[config.mk]
export PLATFORM = sky130hd
export DESIGN_NAME = uart_tx_sched
export DESIGN_NICKNAME = d
export VERILOG_FILES = /design/src/rtl/uart_tx_sched.sv
export SDC_FILE = /design/constraint.sdc
export NUM_CORES = 1
export LEC_CHECK = 0
export ABC_CLOCK_PERIOD_IN_PS = 5200
export BUFFER_PORTS_ARGS = -buffer_cell sky130_fd_sc_hd__buf_2
export CAP_MARGIN = 20
export CELL_PAD_IN_SITES_DETAIL_PLACEMENT = 1
export CELL_PAD_IN_SITES_GLOBAL_PLACEMENT = 2
export CORE_ASPECT_RATIO = 0.8
export CORE_MARGIN = 1
export CORE_UTILIZATION = 35
export CTS_CLUSTER_SIZE = 12
export DETAILED_ROUTE_END_ITERATION = 12
export PLACE_DENSITY_LB_ADDON = 0.15
export SYNTH_ARGS = -nofsm -noshare
export SYNTH_HDL_FRONTEND = slang
export SYNTH_SLANG_ARGS = --single-unit
[constraint.sdc]
create_clock -name i_Clock -period 5.2 [get_ports i_Clock]
set_input_delay 0.26 -clock i_Clock [delete_from_list [all_inputs] [get_ports i_Clock]]
set_output_delay 0.26 -clock i_Clock [all_outputs]
set_load 0.01 [all_outputs]
[src/rtl/uart_tx_sched.sv]
// Shares one UART transmitter between a FIFO read port (A) and a valid/ready source (B).
// Round-robin with a per-owner burst limit, one byte in flight, inter-byte gap and a done watchdog.
module uart_tx_sched #(
    parameter int BURST       = 16,
    parameter int GAP_CYCLES  = 2,
    parameter int WDOG_CYCLES = 8192
) (
    input  logic        i_Clock,
    input  logic        i_Reset,
    input  logic        i_Enable,
    input  logic        i_A_Empty,
    input  logic [7:0]  i_A_Data,
    output logic        o_A_Rinc,
    input  logic        i_B_Valid,
    input  logic [7:0]  i_B_Data,
    output logic        o_B_Ready,
    output logic        o_TX_DV,
    output logic [7:0]  o_TX_Byte,
    input  logic        i_TX_Active,
    input  logic        i_TX_Done,
    output logic        o_Grant,
    output logic        o_Busy,
    output logic        o_Timeout,
    output logic [15:0] o_A_Count,
    output logic [15:0] o_B_Count
);
    localparam int              WD_W      = (WDOG_CYCLES > 2) ? $clog2(WDOG_CYCLES) : 1;
    localparam logic [WD_W-1:0] WD_LAST   = WD_W'(WDOG_CYCLES - 1);
    localparam logic [7:0]      GAP_LAST  = (GAP_CYCLES > 0) ? 8'(GAP_CYCLES - 1) : 8'd0;
    localparam logic [7:0]      BURST_MAX = 8'(BURST);

    typedef enum logic [1:0] {ST_IDLE, ST_ISSUE, ST_WAIT, ST_GAP} state_t;

    state_t          state_reg;
    logic            grant_reg;
    logic [7:0]      burst_reg;
    logic [7:0]      gap_reg;
    logic [WD_W-1:0] wdog_reg;
    logic            tx_dv_reg;
    logic [7:0]      tx_byte_reg;
    logic            timeout_reg;

    logic [1:0]      req;
    logic [7:0]      req_data [2];
    logic            winner_next;
    logic            issue_next;
    logic [1:0]      take;

    assign req         = {i_B_Valid, ~i_A_Empty};
    assign req_data[0] = i_A_Data;
    assign req_data[1] = i_B_Data;

    // The current owner keeps the line under contention until its burst is used up.
    always_comb begin
        winner_next = req[1];
        if (req == 2'b11) begin
            winner_next = (burst_reg < BURST_MAX) ? grant_reg : ~grant_reg;
        end
        issue_next = ~i_Reset & i_Enable & ~i_TX_Active & (|req) & (state_reg == ST_IDLE);
    end

    genvar gi;
    generate
        for (gi = 0; gi < 2; gi++) begin : g_port
            logic [15:0] count_reg;

            assign take[gi] = issue_next & (winner_next == 1'(gi));

            always_ff @(posedge i_Clock) begin
                if (i_Reset) begin
                    count_reg <= '0;
                end else if (take[gi]) begin
                    count_reg <= count_reg + 16'd1;
                end
            end
        end
    endgenerate

    assign o_A_Rinc  = take[0];
    assign o_B_Ready = take[1];
    assign o_A_Count = g_port[0].count_reg;
    assign o_B_Count = g_port[1].count_reg;

    always_ff @(posedge i_Clock) begin
        if (i_Reset) begin
            state_reg   <= ST_IDLE;
            grant_reg   <= 1'b0;
            burst_reg   <= '0;
            gap_reg     <= '0;
            wdog_reg    <= '0;
            tx_dv_reg   <= 1'b0;
            tx_byte_reg <= '0;
            timeout_reg <= 1'b0;
        end else begin
            tx_dv_reg   <= 1'b0;
            timeout_reg <= 1'b0;
            case (state_reg)
                ST_IDLE: begin
                    if (issue_next) begin
                        tx_byte_reg <= req_data[winner_next];
                        tx_dv_reg   <= 1'b1;
                        state_reg   <= ST_ISSUE;
                        if (winner_next != grant_reg) begin
                            grant_reg <= winner_next;
                            burst_reg <= 8'd1;
                        end else if (burst_reg != 8'hFF) begin
                            burst_reg <= burst_reg + 8'd1;
                        end
                    end
                end
                ST_ISSUE: begin
                    wdog_reg  <= '0;
                    state_reg <= ST_WAIT;
                end
                ST_WAIT: begin
                    if (i_TX_Done) begin
                        gap_reg   <= '0;
                        state_reg <= (GAP_CYCLES == 0) ? ST_IDLE : ST_GAP;
                    end else if (wdog_reg == WD_LAST) begin
                        // Abandon the lost done; the byte was already handed over and counted.
                        timeout_reg <= 1'b1;
                        gap_reg     <= '0;
                        state_reg   <= (GAP_CYCLES == 0) ? ST_IDLE : ST_GAP;
                    end else begin
                        wdog_reg <= wdog_reg + 1'b1;
                    end
                end
                ST_GAP: begin
                    if (gap_reg == GAP_LAST) begin
                        state_reg <= ST_IDLE;
                    end else begin
                        gap_reg <= gap_reg + 8'd1;
                    end
                end
                default: state_reg <= ST_IDLE;
            endcase
        end
    end

    assign o_TX_DV   = tx_dv_reg;
    assign o_TX_Byte = tx_byte_reg;
    assign o_Grant   = grant_reg;
    assign o_Busy    = (state_reg != ST_IDLE);
    assign o_Timeout = timeout_reg;
endmodule
==> results of run 1 <==
-- per-layer routing --
layer | vias to the layer above | wire length (um) | global-route usage
met5 | - | 0 | 0
met4 | 0 | 139 | 0.0612
met3 | 14 | 274 | 0.0426
met2 | 44 | 4580 | 0.307
met1 | 1730 | 5140 | 0.259
li1 | 1779 | - | -
-- where the power goes --
group | leakage (nW) | switching (mW) | internal, mW
sequential | 0.597 | 0.0139 | 0.584
combinational | 0.924 | 0.137 | 0.0717
clock | 0.151 | 0.237 | 0.395
-- kinds of logic after synthesis --
group | Yosys count
simple gates | 193
compound gates | 113
flops | 74
buf+inv | 40
xor+xnor | 17
fa+ha+maj | 11
mux | 5
-- through the flow --
step / hold WS [ns] / instances / utilization / cell area, um^2 / setup WS [ns]
global placement: 0.456 / 638 / 0.404 / 4150 / 2.18
detailed placement: 0.468 / 638 / 0.404 / 4150 / 2.10
finish: 0.191 / 655 / 0.434 / 4460 / 2.18
global route: 0.197 / 655 / 0.434 / 4460 / 1.96
CTS: 0.181 / 654 / 0.433 / 4460 / 2.16
floorplan: 0.419 / 453 / - / 3710 / 3.12
-- layout make-up --
| type | instances | area share |
|---|---|---|
| inverters | 14 | 0.0118 |
| clock inverters | 5 | 0.0118 |
| flip-flops and latches | 74 | 0.332 |
| clock buffers | 11 | 0.0566 |
| multi-input cells | 339 | 0.466 |
| repair buffers | 72 | 0.0830 |
| well taps | 140 | 0.0392 |
-- worst register-to-register path: stages, from the launching register on --
cell and delay, ns:
dfxtp_1 0.33, inv_1 0.12, ha_1 0.21, nand3b_1 0.08, or3_1 0.30, buf_4 0.25, inv_2 0.48, o2111ai_1 0.46
or3_1 0.47, a21oi_1 0.15
-- layout by cell type, fill, tap and decap left out, drive strengths merged, types with 2 or more instances in the layout --
cell     count
xnor2       11
inv         14
nor2b        5
or3         18
nor2        44
nand3b       2
buf         72
mux2i        5
nor3         8
o2111ai      5
and3        13
a21oi       38
a311oi       8
a31o         2
nand2b       4
nand4        9
dfxtp       74
o31ai       12
a211oi       7
or4         13
o21ai       21
and2         3
nand3       25
or4b         3
nand2       41
clkbuf      11
o211ai       4
ha          11
xor2         6
a41oi        2
clkinv       3
a31oi        5
-- path summary, 6_finish.rpt --
path | end | cells past startpoint
worst max-delay path | o_B_Ready | 9
worst min-delay path | o_TX_Byte[5]$_SDFFE_PP0P_ | 3
worst max register to register | o_B_Count[13]$_SDFFE_PP0P_ | 9
worst min register to register | o_B_Count[15]$_SDFFE_PP0P_ | 2
==> impl_metrics.toml, run 1 <==
[run_status]
status = "completed"

[routing]
drt_pass1_iterations = 4
vias = 3567
drtIter0Drc = 202
wl_per_cell_um = 15.5
route.detailed.drc = 0
wirelength_um = 10100
via_per_inst = 5.45
final_antenna_net_count = 0

[yosys]
synth_xor_area_frac = 0.0421
synth_top_cell_by_area = "dfxtp_1"
synth_edf_count = 0
yosys.area.top_type_share = 0.399
ys_top_cells_by_area = "dfxtp_1 40%, a21oi_1 5.1%, nor2_1 4.4%"
synth_compound_area_frac = 0.196
synthArstFlopShare = 0
synth_adder_area_share = 0.0370
synth_mux_area_frac = 0.0135
synthFlopType = "dfxtp_1"
ys_types = 49
synthSimpleGateAreaFrac = 0.271
yosysMostFrequentCell = "dfxtp_1"
yosys_warnings = 0
syn_inst = 453
yosys_register_bits = 74
synth_common_cells = "74 x dfxtp_1, 44 x nor2_1, 41 x nand2_1, 38 x a21oi_1, 25 x nand3_1"
synth_area_per_cell_um2 = 8.20
syn_nets = 487
syn_area_um2 = 3710
ys_seq_area_frac = 0.399
synth_top_family_by_area = "simple AND/OR/NAND/NOR gates"

[clocking]
cts_hold_buf = 0
cts_buffers = 9
cts_root_buf = "clkbuf_16"
insertion_delay_ns = 0.33
postCtsSetupBuffers = 0
clockBufferDepth = 2
clk_pin_slew_ns = 0.06
postCtsResizedCells = 0
cts_tree = "yes"
ctsHtreeMaxLevel = 3
cts_sinks = 74

[timing]
worstMarginPinSlew_ns = 0.746
finalCriticalPeriod_ns = 3.02
hold_viol_final = 0
slew_headroom = 0.503
slew_violations = 0
setup-tns-final_ns = 0
rsz0062_at_grt = "false"
fin_worst_skew_ns = 0.00773
setup_viol = 0
fmax_mhz = 331
layout_worst_path_cycle_share = 0.581

[floorplanning]
rows = 33
die_w_um = 117
start_util = 0.361
dieArea_um2 = 11000
chipHeight_um = 94.1
core_area_um2 = 10300
top_level_ports = 69

[global_routing]
gr-total-overflow = 0
grt_pass1_vias = 3458
track_usage = 0.194
antenna_found_initial = 0
grt_max_degree = 55
grt_pass1_wl_um = 16700

[setup_path]
crit_required_ns = 4.94
critical_path_class = "flop to output pin"
max_stage_delay_ns = 0.47
path_cells = "inv_1, ha_1, nand3b_1, or3_1, buf_4, inv_2, o211ai_1, inv_1, buf_2"
cp_slowest_cell = "inv_2"
worst_ep_arrival_time_ns = 2.76
cp_max_fo = 36
cp-startpoint = "state_reg[0]$_SDFFE_PP0P_"
critPathCaptureType = "output pin"
cp_common_cell = "inv_1"
r2r_slack_ns = 2.29
r2r_start = "state_reg[0]$_SDFFE_PP0P_"
cp_top_family = "buffers and inverters"
startpoint_type = "flop"
worst-path-buf-inv = 5

[final_layout]
nets = 544
n_antenna_cell = 0
seq_area_um2 = 1480
drive_above_1_share = 0.188
multi_input_area_um2 = 2080
fillCellCount = 1272
synthToLayoutAreaGrowth_pct = 20.1

[run]
drv_cap = 0

[placed_design]
portBuffers = 68
dp_hpwl_um = 7080
routabilityCongestion = 0.756

[min_path]
hp-start = "i_B_Data[5]"
hold_class = "primary input to flop"

[power]
p_per_area_nw_per_um2 = 322
peakVddDrop_v = 0.000154
total_power_mw = 1.44
leakagePower_nw = 1.67
(Power assumes the default switching activity.)
==> inputs of run 2 (changes only) <==
Settings changed: ABC_CLOCK_PERIOD_IN_PS 5200 to 2900, CORE_UTILIZATION 35 to 32.
Clock period 5.2 ns to 2.9 ns, I/O delays scaled along.
==> run 2 against run 1 <==
Combinational power is 82% higher. Via count unchanged. Global-route usage down 1.2 points. Critical endpoint is now o_A_Rinc. Largest cell class unchanged.
==> impl_metrics.toml, run 2 (synthesized netlist as in run 1, its figures left out) <==
[placed_design]
dpl_cell_area_um2 = 4200
routabilityCongestion = 0.742
dp_hpwl_um = 7250
portBuffers = 68
place_ws_ns = 0.565

[routing]
drt_pass1_iterations = 4
via_per_inst = 5.39
wl_met3_um = 314
drtIter0Drc = 139
route.met2.wl_um = 4740
wl_per_cell_um = 15.5
m1WireLength_um = 5130
final_antenna_net_count = 0
vias = 3567
wirelength_um = 10300
route.detailed.drc = 0
top_layer = "met4"

[final_layout]
layout_commonest_cell = "dfxtp_1"
drive_above_1_share = 0.193
synthToLayoutAreaGrowth_pct = 20.8
fin_area_um2 = 4490
final_cell_mix = "74 x dfxtp_1, 68 x buf_2, 44 x nor2_1"
n_antenna_cell = 0
nets = 547
utilization = 0.404

[timing]
setup-tns-final_ns = 0
rsz0062_at_grt = "false"
fmax_mhz = 403
slew_headroom = 0.535
layout_worst_path_cycle_share = 0.856
hold_viol_final = 0
worstMarginPinSlew_ns = 0.694
setup_viol = 0
slew_violations = 0
finalCriticalPeriod_ns = 2.48
setup_slack_ns = 0.418
fin_worst_skew_ns = 0.00573

[clocking]
postCtsSetupBuffers = 0
cts_hold_buf = 0
ctsHtreeMaxLevel = 3
cts_root_buf = "clkbuf_16"
cts_buffers = 9
postCtsResizedCells = 0
clockBufferDepth = 2
insertion_delay_ns = 0.33
clk_pin_slew_ns = 0.06
cts_sinks = 74
cts_tree = "yes"

[setup_path]
critical_path_class = "flop to output pin"
critPathCaptureType = "output pin"
crit_required_ns = 2.76
startpoint_type = "flop"
worst_ep_arrival_time_ns = 2.34
cp_max_fo = 22

[global_routing]
antenna_found_initial = 0
grt_pass1_vias = 3452
grt_max_degree = 49
gr-total-overflow = 0
track_usage = 0.182
grt_pass1_wl_um = 17500

[min_path]
hold_class = "primary input to flop"

[floorplanning]
die_w_um = 122
rows = 34
core_area_um2 = 11100
start_util = 0.335
top_level_ports = 69
dieArea_um2 = 12000
chipHeight_um = 98.4

[run_status]
status = "completed"

[run]
drv_cap = 0

[power]
leakagePower_nw = 1.68
p_per_area_nw_per_um2 = 562
peakVddDrop_v = 0.000281
[run 2: changes by cell type in the layout (fill, tap and decap cells not counted), sizes merged]
cell and delta:
buf +3, bufinv -1, clkbuf +1, clkinv -1, clkinvlp +1
[run 2: layout make-up]
cell class	instances	area, um^2
Clock buffer	12	267
Clock inverter	4	25.0
Fill cell	1349	6610
Inverter	14	52.6
Multi-Input combinational cell	339	2080
Sequential cell	74	1480
Tap cell	144	180
Timing Repair Buffer	75	405
[run 2: layer usage]
layer  vias up  global-route usage
met5         -                   0
met4         0              0.0525
met3         8              0.0426
met2        48               0.291
met1      1735               0.242
li1       1776                   -
[run 2: path summary, 6_finish.rpt]
kind,depth (start not counted),from,end,slack (ns)
setup / recovery,6,burst_reg[4]$_SDFFE_PP0P_,o_A_Rinc,0.42
hold / removal,3,i_B_Data[4],o_TX_Byte[4]$_SDFFE_PP0P_,0.08
setup reg to reg,6,burst_reg[4]$_SDFFE_PP0P_,o_A_Count[7]$_SDFFE_PP0P_,0.56
hold reg to reg,2,wdog_reg[12]$_SDFFE_PP0P_,wdog_reg[12]$_SDFFE_PP0P_,0.48
[run 2: critical path, cell delays in order (launching register included)]
cell and delay [ns]:
dfxtp_1 0.37, nor4_4 0.36, xnor2_2 0.23, o21a_1 0.61, buf_12 0.24, nor2_1 0.05
buf_2 0.14
[run 2: power by group]
group	switching (mW)	internal [mW]
combinational	0.245	0.135
clock	0.425	0.646
sequential	0.0256	1.05
[run 2: metrics by stage]
| stage | std cells | hold slack (ns) | total power [mW] |
|---|---|---|---|
| after floorplan | 453 | 0.304 | 1.35 |
| after global placement | 646 | 0.413 | 1.46 |
| after detailed placement | 646 | 0.421 | 1.48 |
| after CTS | 662 | 0.0645 | 2.57 |
| after global routing | 662 | 0.0833 | 2.66 |
| final | 662 | 0.0765 | 2.52 |
